`src/rtl/ppfifo_stream_writer.sv`:
```
// Stream-to-ping-pong-FIFO writer feeding the DDR3 input DMA.
// Packs valid/ready words into buffers, releases on full/idle/end.
module ppfifo_stream_writer #(
  parameter int DATA_WIDTH   = 32,
  parameter int COUNT_WIDTH  = 24,
  parameter int IDLE_TIMEOUT = 16
) (
  input  logic                   clk,
  input  logic                   rst,
  input  logic                   i_enable,
  input  logic [COUNT_WIDTH-1:0] i_count,
  output logic                   o_finished,
  output logic                   o_busy,
  input  logic [DATA_WIDTH-1:0]  i_data,
  input  logic                   i_valid,
  output logic                   o_ready,
  input  logic [1:0]             i_wr_ready,
  output logic [1:0]             o_wr_activate,
  input  logic [COUNT_WIDTH-1:0] i_wr_size,
  output logic                   o_wr_stb,
  output logic [DATA_WIDTH-1:0]  o_wr_data
);

  localparam int TW = $clog2(IDLE_TIMEOUT + 1);

  typedef enum logic [2:0] {
    IDLE,
    GRAB,
    FILL,
    RELEASE,
    DONE
  } state_t;

  state_t state;
  state_t state_n;

  logic [COUNT_WIDTH-1:0] remaining;
  logic [COUNT_WIDTH-1:0] word_cnt;
  logic [TW-1:0]          tmo;
  logic                   full;
  logic                   accept;
  logic                   expired;
  logic                   leave;

  assign full    = word_cnt >= i_wr_size;
  assign o_ready = (state == FILL) && !full &&
                   (remaining != '0) && i_enable;
  assign accept  = o_ready && i_valid;

  // Expiry is flagged one count early so the buffer drops
  // exactly IDLE_TIMEOUT edges after the last accepted word.
  assign expired = (word_cnt != '0) &&
                   (tmo == TW'(IDLE_TIMEOUT - 1));

  // An accept this cycle means a strobe is still owed, so stay.
  assign leave = !accept &&
                 (full || (remaining == '0) ||
                  expired || !i_enable);

  assign o_busy     = (state == GRAB) || (state == FILL) ||
                      (state == RELEASE);
  assign o_finished = (state == DONE);

  // State register.
  always_ff @(posedge clk) begin
    if (rst) state <= IDLE;
    else     state <= state_n;
  end

  // Next-state decode.
  always_comb begin
    state_n = state;
    unique case (state)
      IDLE: begin
        if (i_enable)
          state_n = (i_count != '0) ? GRAB : DONE;
      end
      GRAB: begin
        if (!i_enable)              state_n = IDLE;
        else if (i_wr_ready != '0)  state_n = FILL;
      end
      FILL: begin
        if (leave) state_n = RELEASE;
      end
      RELEASE: begin
        if (remaining == '0) state_n = DONE;
        else if (!i_enable)  state_n = IDLE;
        else                 state_n = GRAB;
      end
      DONE: begin
        if (!i_enable) state_n = IDLE;
      end
      default: state_n = IDLE;
    endcase
  end

  // Counters, buffer ownership and the registered write port.
  always_ff @(posedge clk) begin
    if (rst) begin
      remaining     <= '0;
      word_cnt      <= '0;
      tmo           <= '0;
      o_wr_activate <= 2'b00;
      o_wr_stb      <= 1'b0;
      o_wr_data     <= '0;
    end else begin
      o_wr_stb <= 1'b0;
      if (accept) begin
        o_wr_stb  <= 1'b1;
        o_wr_data <= i_data;
        word_cnt  <= word_cnt + 1'b1;
        remaining <= remaining - 1'b1;
        tmo       <= '0;
      end else if ((state == FILL) && (word_cnt != '0) &&
                   (tmo != TW'(IDLE_TIMEOUT))) begin
        tmo <= tmo + 1'b1;
      end
      if ((state == IDLE) && i_enable && (i_count != '0))
        remaining <= i_count;
      if ((state == GRAB) && i_enable &&
          (i_wr_ready != '0)) begin
        o_wr_activate <= i_wr_ready[0] ? 2'b01 : 2'b10;
        word_cnt      <= '0;
        tmo           <= '0;
      end
      if ((state == FILL) && leave)
        o_wr_activate <= 2'b00;
    end
  end

endmodule

```
`config.mk`:
```
export PLATFORM = sky130hd
export DESIGN_NAME = ppfifo_stream_writer
export DESIGN_NICKNAME = d
export VERILOG_FILES = /design/src/rtl/ppfifo_stream_writer.sv
export SDC_FILE = /design/constraint.sdc
export NUM_CORES = 1
export LEC_CHECK = 0
export BUFFER_PORTS_ARGS = -buffer_cell sky130_fd_sc_hd__clkbuf_2
export CAP_MARGIN = 40
export CORE_MARGIN = 8
export CORE_UTILIZATION = 35
export CTS_BUF_LIST = sky130_fd_sc_hd__clkbuf_4
export CTS_CLUSTER_SIZE = 20
export DETAILED_ROUTE_END_ITERATION = 10
export GPL_TIMING_DRIVEN = 0
export MAX_ROUTING_LAYER = met4
export PLACE_DENSITY_LB_ADDON = 0.05
export SETUP_SLACK_MARGIN = 0.1
export SLEW_MARGIN = 20
export SYNTH_ARGS = -nofsm -noshare
export SYNTH_HDL_FRONTEND = slang
export SYNTH_SLANG_ARGS = --single-unit
```
`constraint.sdc`:
```
create_clock -name clk -period 4.7 [get_ports clk]
set_input_delay 0.705 -clock clk [delete_from_list [all_inputs] [get_ports clk]]
set_output_delay 0.705 -clock clk [all_outputs]
set_load 0.01 [all_outputs]
```
== Word level (Yosys, flattened, before mapping) ==
Cells that the tools add are included.

* Add/sub/neg operators: 3
* Reduce and logical (&&, ||, !) cells: 32
* Eq/ne operators: 10
* Magnitude comparators: 1
* Muxes and demuxes: 13

{| class="wikitable"
|+ Operator list
! kind !! number
|-
| $reduce_bool A24 Y1 || 3
|-
| $mux W24 || 2
|-
| $add A24 B1 Y24 const B || 1
|-
| $ge A24 B24 Y1 || 1
|-
| $logic_not A24 Y1 || 1
|-
| $sub A24 B1 Y24 const B || 1
|-
| $mux W3 || 7
|-
| $pmux W3 S5 || 1
|-
| $logic_and A1 B1 Y1 || 13
|-
| $eq A3 B2 Y1 const B || 2
|-
| $ne A2 B2 Y1 const B || 3
|-
| $add A5 B1 Y5 const B || 1
|-
| $eq A5 B4 Y1 const B || 1
|-
| $logic_or A1 B1 Y1 || 5
|-
| $ne A5 B5 Y1 const B || 1
|-
| $reduce_and A4 Y1 || 1
|-
| $reduce_bool A2 Y1 || 2
|-
| $reduce_or A2 Y1 || 2
|-
| $eq A3 B1 Y1 const B || 1
|-
| $eq A3 B3 Y1 const B || 1
|-
| $logic_not A1 Y1 || 3
|-
| $logic_not A3 Y1 || 1
|-
| $ne A3 B2 Y1 const B || 1
|-
| $reduce_or A3 Y1 || 1
|-
| 2 further kinds || 3
|}

* Output and inout port bits: 38
* Flip-flop bits (word level): 91
* Word-level logic and storage cells: 66
* Input bits: 86

== Longest topological paths before layout ==
* Depth after elaboration: 10
* Gate-level depth with buffers: 11
* Gate-level depth less buffers: 9

== Worst setup path after synthesis ==
Ideal clock, no wire load.

* Kind: input to output
* Start point: input port i_wr_size[23]
* End point: output port o_ready
* Path slack: 1.559 ns
* Data required time: 3.995 ns
* Stages: 8
* Path buffers: 1
* Data arrival time: 2.436 ns
* Cells stage by stage: inv_1 -> ha_1 -> nand4_1 -> nor4_1 -> nand2_1 -> a31oi_1 -> clkbuf_1 -> nor4_1

* Cells in the longest elaborated chain, start to end: 5

{| class="wikitable"
|+ RTL lines
! what !! RTL line !! source
|-
| start, declared || 19 || <nowiki>input logic [COUNT_WIDTH-1:0] i_wr_size,</nowiki>
|-
| $ge A24 B24 Y1 || 45 || <nowiki>assign full = word_cnt >= i_wr_size;</nowiki>
|-
| $logic_not A1 Y1 || 46 || <nowiki>assign o_ready = (state == FILL) && !full &&</nowiki>
|-
| $logic_and A1 B1 Y1 (2 in a row) || 46 ||
|-
| $logic_and A1 B1 Y1 || 47 || <nowiki>(remaining != '0) && i_enable;</nowiki>
|-
| end, declared || 16 || <nowiki>output logic o_ready,</nowiki>
|}

No other way between the ends.

== Worst setup path after layout ==
* Start point: register word_cnt[23]
* End point: output port o_ready

* Cells in the longest elaborated chain, start to end: 5

{| class="wikitable"
|+ RTL lines
! what !! RTL line !! source
|-
| start, declared || 38 || <nowiki>logic [COUNT_WIDTH-1:0] word_cnt;</nowiki>
|-
| start signal, assigned || 111 || <nowiki>word_cnt <= word_cnt + 1'b1;</nowiki>
|-
| $ge A24 B24 Y1 || 45 ||
|-
| $logic_not A1 Y1 || 46 ||
|-
| $logic_and A1 B1 Y1 (2 in a row) || 46 ||
|-
| $logic_and A1 B1 Y1 || 47 ||
|}

No other way between the ends.

==> impl_metrics.env <==
export IMPL_clk_pin_slew_ns=0.15
export IMPL_top_usage_layer="met2"
export IMPL_final_common_cell="clkbuf_2"
export IMPL_relSlewSlack_pct=53.5
export IMPL_firstDrtPassIters=5
export IMPL_synth_largest_area_cell="dfxtp_1"
export IMPL_synth_edff_count=0
export IMPL_final_setup_viol_count=0
export IMPL_hold_path_depth=3
export IMPL_gp_congestion=0.872
export IMPL_via_count=5058
export IMPL_arrival_ns=3.26
export IMPL_synth_top_area_share_pct=36.1
export IMPL_synthTopCellsByArea="dfxtp_1, ha_1, nand2_1, a21oi_1, xnor2_1"
export IMPL_drv_slew=0
export IMPL_core_um2=14300
export IMPL_crit_reg2reg_launch="word_cnt[23]"
export IMPL_multi_input_comb_area_um2=2920
export IMPL_grt_pass1_wl_um=25700
export IMPL_tns_ns=0
export IMPL_endpoint="o_ready"
export IMPL_routed_wl_um=16000
export IMPL_die_area_um2=18500
export IMPL_max_freq_mhz=252
export IMPL_synth_fp_nets=747
export IMPL_final_seq_area_um2=1820
export IMPL_vias_per_cell=5.29
export IMPL_startpoint="word_cnt[23]"
export IMPL_post_dp_hpwl_um=12300
export IMPL_ir_drop_mv=0.164
export IMPL_layout_drive_gt1_share_pct=22.5
export IMPL_reg2reg_depth=11
export IMPL_fin_crit_sh_pct=84.3
export IMPL_netlist_area_um2=5050
export IMPL_worstMarginPinSlew_ns=0.695
export IMPL_crit_slowest_cell="a31oi_1"
export IMPL_endpoint_kind="output port"
export IMPL_clock_skew_ns=0.0197
export IMPL_globalRouteMet3Util_pct=4.92
export IMPL_io_buffers=123
export IMPL_p_per_area_nw_per_um2=249
export IMPL_min_period_ns=3.96
export IMPL_syn_avg_cell_area_um2=8.01
export IMPL_yosysSeqAreaShare_pct=36.1
export IMPL_cap_viol_max_count=0
export IMPL_finalHoldViolCount=0
export IMPL_cts_htree_levels=3
export IMPL_path_buf_inv=2
export IMPL_yosysWarnings=0
export IMPL_fp_dieW_um=136
export IMPL_status="finished, final reports clean"
export IMPL_cp_top_family="simple AND/OR/NAND/NOR gates"
export IMPL_rsz0062_at_grt="false"
export IMPL_final_cells=957
export IMPL_post_cts_buffers=0
export IMPL_cts_tree="yes"
export IMPL_cts_sinks=91
export IMPL_cp_depth=8
export IMPL_dp_cells=939
export IMPL_power_leakage_nw=2.49
export IMPL_grt_util_all_layers_pct=18.3
export IMPL_fp_row_count=44
export IMPL_syn_inst=630
export IMPL_final_fill_count=1534
export IMPL_start_kind="register"
export IMPL_pin_count=124
export IMPL_worstHoldPathType="input pin to register"
export IMPL_areaGrowthSynthToFinish_pct=20.0
export IMPL_clk_latency_ns=0.48
export IMPL_ys_flop_type="dfxtp_1"
export IMPL_yosys_register_bits=91
export IMPL_crit_required_ns=3.99
export IMPL_fin_nets=884
export IMPL_die_y_um=136
export IMPL_drtIter0Drc=292
export IMPL_drc=0
export IMPL_grt_overflow=0
export IMPL_clk_path_buf_depth=2
export IMPL_start_util_pct=35.3
export IMPL_reg2reg_to="remaining[21]"
export IMPL_grt_start_max_net_pins=16
export IMPL_cts_buffers_inserted=9
export IMPL_use_met1_pct=22.9
export IMPL_antenna_found_initial=1
export IMPL_worstPathMaxFanout=13
export IMPL_cts_root_buffer="clkbuf_4"
export IMPL_grt_met2_usage_pct=28.7
export IMPL_cp_common_cell="nor4_1"
export IMPL_critPathKind="register to output port"
export IMPL_drtAntennaViolNets=0
export IMPL_async_flop_share_pct=0
export IMPL_cp_slowest_stage_delay_ns=0.53
export IMPL_grt_pass1_vias=4993
export IMPL_mostFrequentLayoutCells="clkbuf_2, nand2_1, dfxtp_1, a21oi_1, nor2_1"
export IMPL_rrSetupSlack_ns=1.24
export IMPL_timing_critical_path_cells="ha_1 -> nand4_1 -> nor4_1 -> nand2_1 -> a31oi_1 -> buf_2 -> nor4_1 -> clkbuf_2"
export IMPL_yosysUniqueCellTypes=56
export IMPL_wl_per_cell_um=16.8
-- report_power, final --
| part | leakage, nW | switching (W) | internal [W] | total [W] |
|---|---|---|---|---|
| clock | 0.0768 | 0.000290 | 0.000169 | 0.000459 |
| combinational | 1.67 | 0.000135 | 0.0000995 | 0.000234 |
| sequential | 0.738 | 0.0000214 | 0.000794 | 0.000816 |
-- state kept, by name, summed over array words and instances (netlist names) --
register	count
tmo	5
o_wr_data	32
word_cnt	24
state	3
o_wr_stb	1
remaining	24
o_wr_activate	2
-- layout make-up --
class / count / share of cell area [%]
Multi-Input combinational cell: 471 / 48.3
Sequential cell: 91 / 30.1
Timing Repair Buffer: 127 / 10.6
Tap cell: 184 / 3.80
Buffer: 30 / 2.62
Inverter: 37 / 2.29
Clock buffer: 10 / 1.24
Clock inverter: 6 / 1.07
Antenna cell: 1 / 0.0413
-- metal layers --
layer / up-vias / part of all wire, %
li1: 2514 / -
met1: 2365 / 47
met2: 158 / 46
met3: 21 / 6.2
met4: 0 / 0.99
met5: - / 0
-- cell families (layout without fill, tap and decap cells) --
family                   Yosys count  in the layout  synth area share (%)
other                              0              1                     0
flip-flops                        91             91                  36.1
multiplexers                       9              9                  1.79
adder cells (fa/ha/maj)           31             31                  7.69
AND/OR/NAND/NOR                  292            292                  30.1
AO/OA/AOI/OAI                    116            116                  14.4
XOR/XNOR                          23             23                  3.99
buffers and inverters             68            210                  5.98
-- worst register-to-register path: stages (launching register included) --
cell and delay (ns):
dfxtp_1 0.38, ha_1 0.33, nand4_1 0.17, nor4_1 0.52, nand2_1 0.17, a31oi_1 0.53, buf_2 0.43, or2_4 0.22
buf_6 0.15, buf_6 0.17, o211ai_1 0.12, a31oi_1 0.23
-- timing repair --
item	CTS	global route
hold buffers	0	0
resized for setup	0	0
setup endpoints to repair	0	1
-- cells in the mapped netlist (12+ instances only) --
master    instances
dfxtp_1          91
nor3_1           12
nand3_1          17
nor2_1           52
ha_1             31
nand2_1         101
clkbuf_1         20
or3_1            15
inv_1            37
nor4_1           27
a21oi_1          58
xnor2_1          23
-- per-stage QoR --
stage	instance area, um2	utilization (%)	power, W	hold slack [ns]	setup WS [ns]
floorplan	5050	-	0.000969	0.453	1.56
global placement	5890	41.2	0.00106	0.441	0.394
detailed placement	5900	41.3	0.00106	0.451	0.374
CTS	6040	42.2	0.00153	0.378	0.264
global route	6060	42.3	0.00159	0.393	0.488
finish	6060	42.3	0.00151	0.421	0.738
-- how the worst min path moves through the flow --
stage	endpoint	slack [ns]	startpoint
5_1_grt	o_wr_data[26]	0.39	i_data[26]
6_report	o_wr_data[12]	0.42	i_data[12]
3_3_place_gp	o_wr_data[17]	0.44	o_wr_data[17]
3_5_place_dp	o_wr_data[19]	0.45	o_wr_data[19]
4_1_cts	o_wr_data[12]	0.38	i_data[12]
2_1_floorplan	remaining[1]	0.45	remaining[1]
No activity file was read; power rests on OpenSTA's default activity.
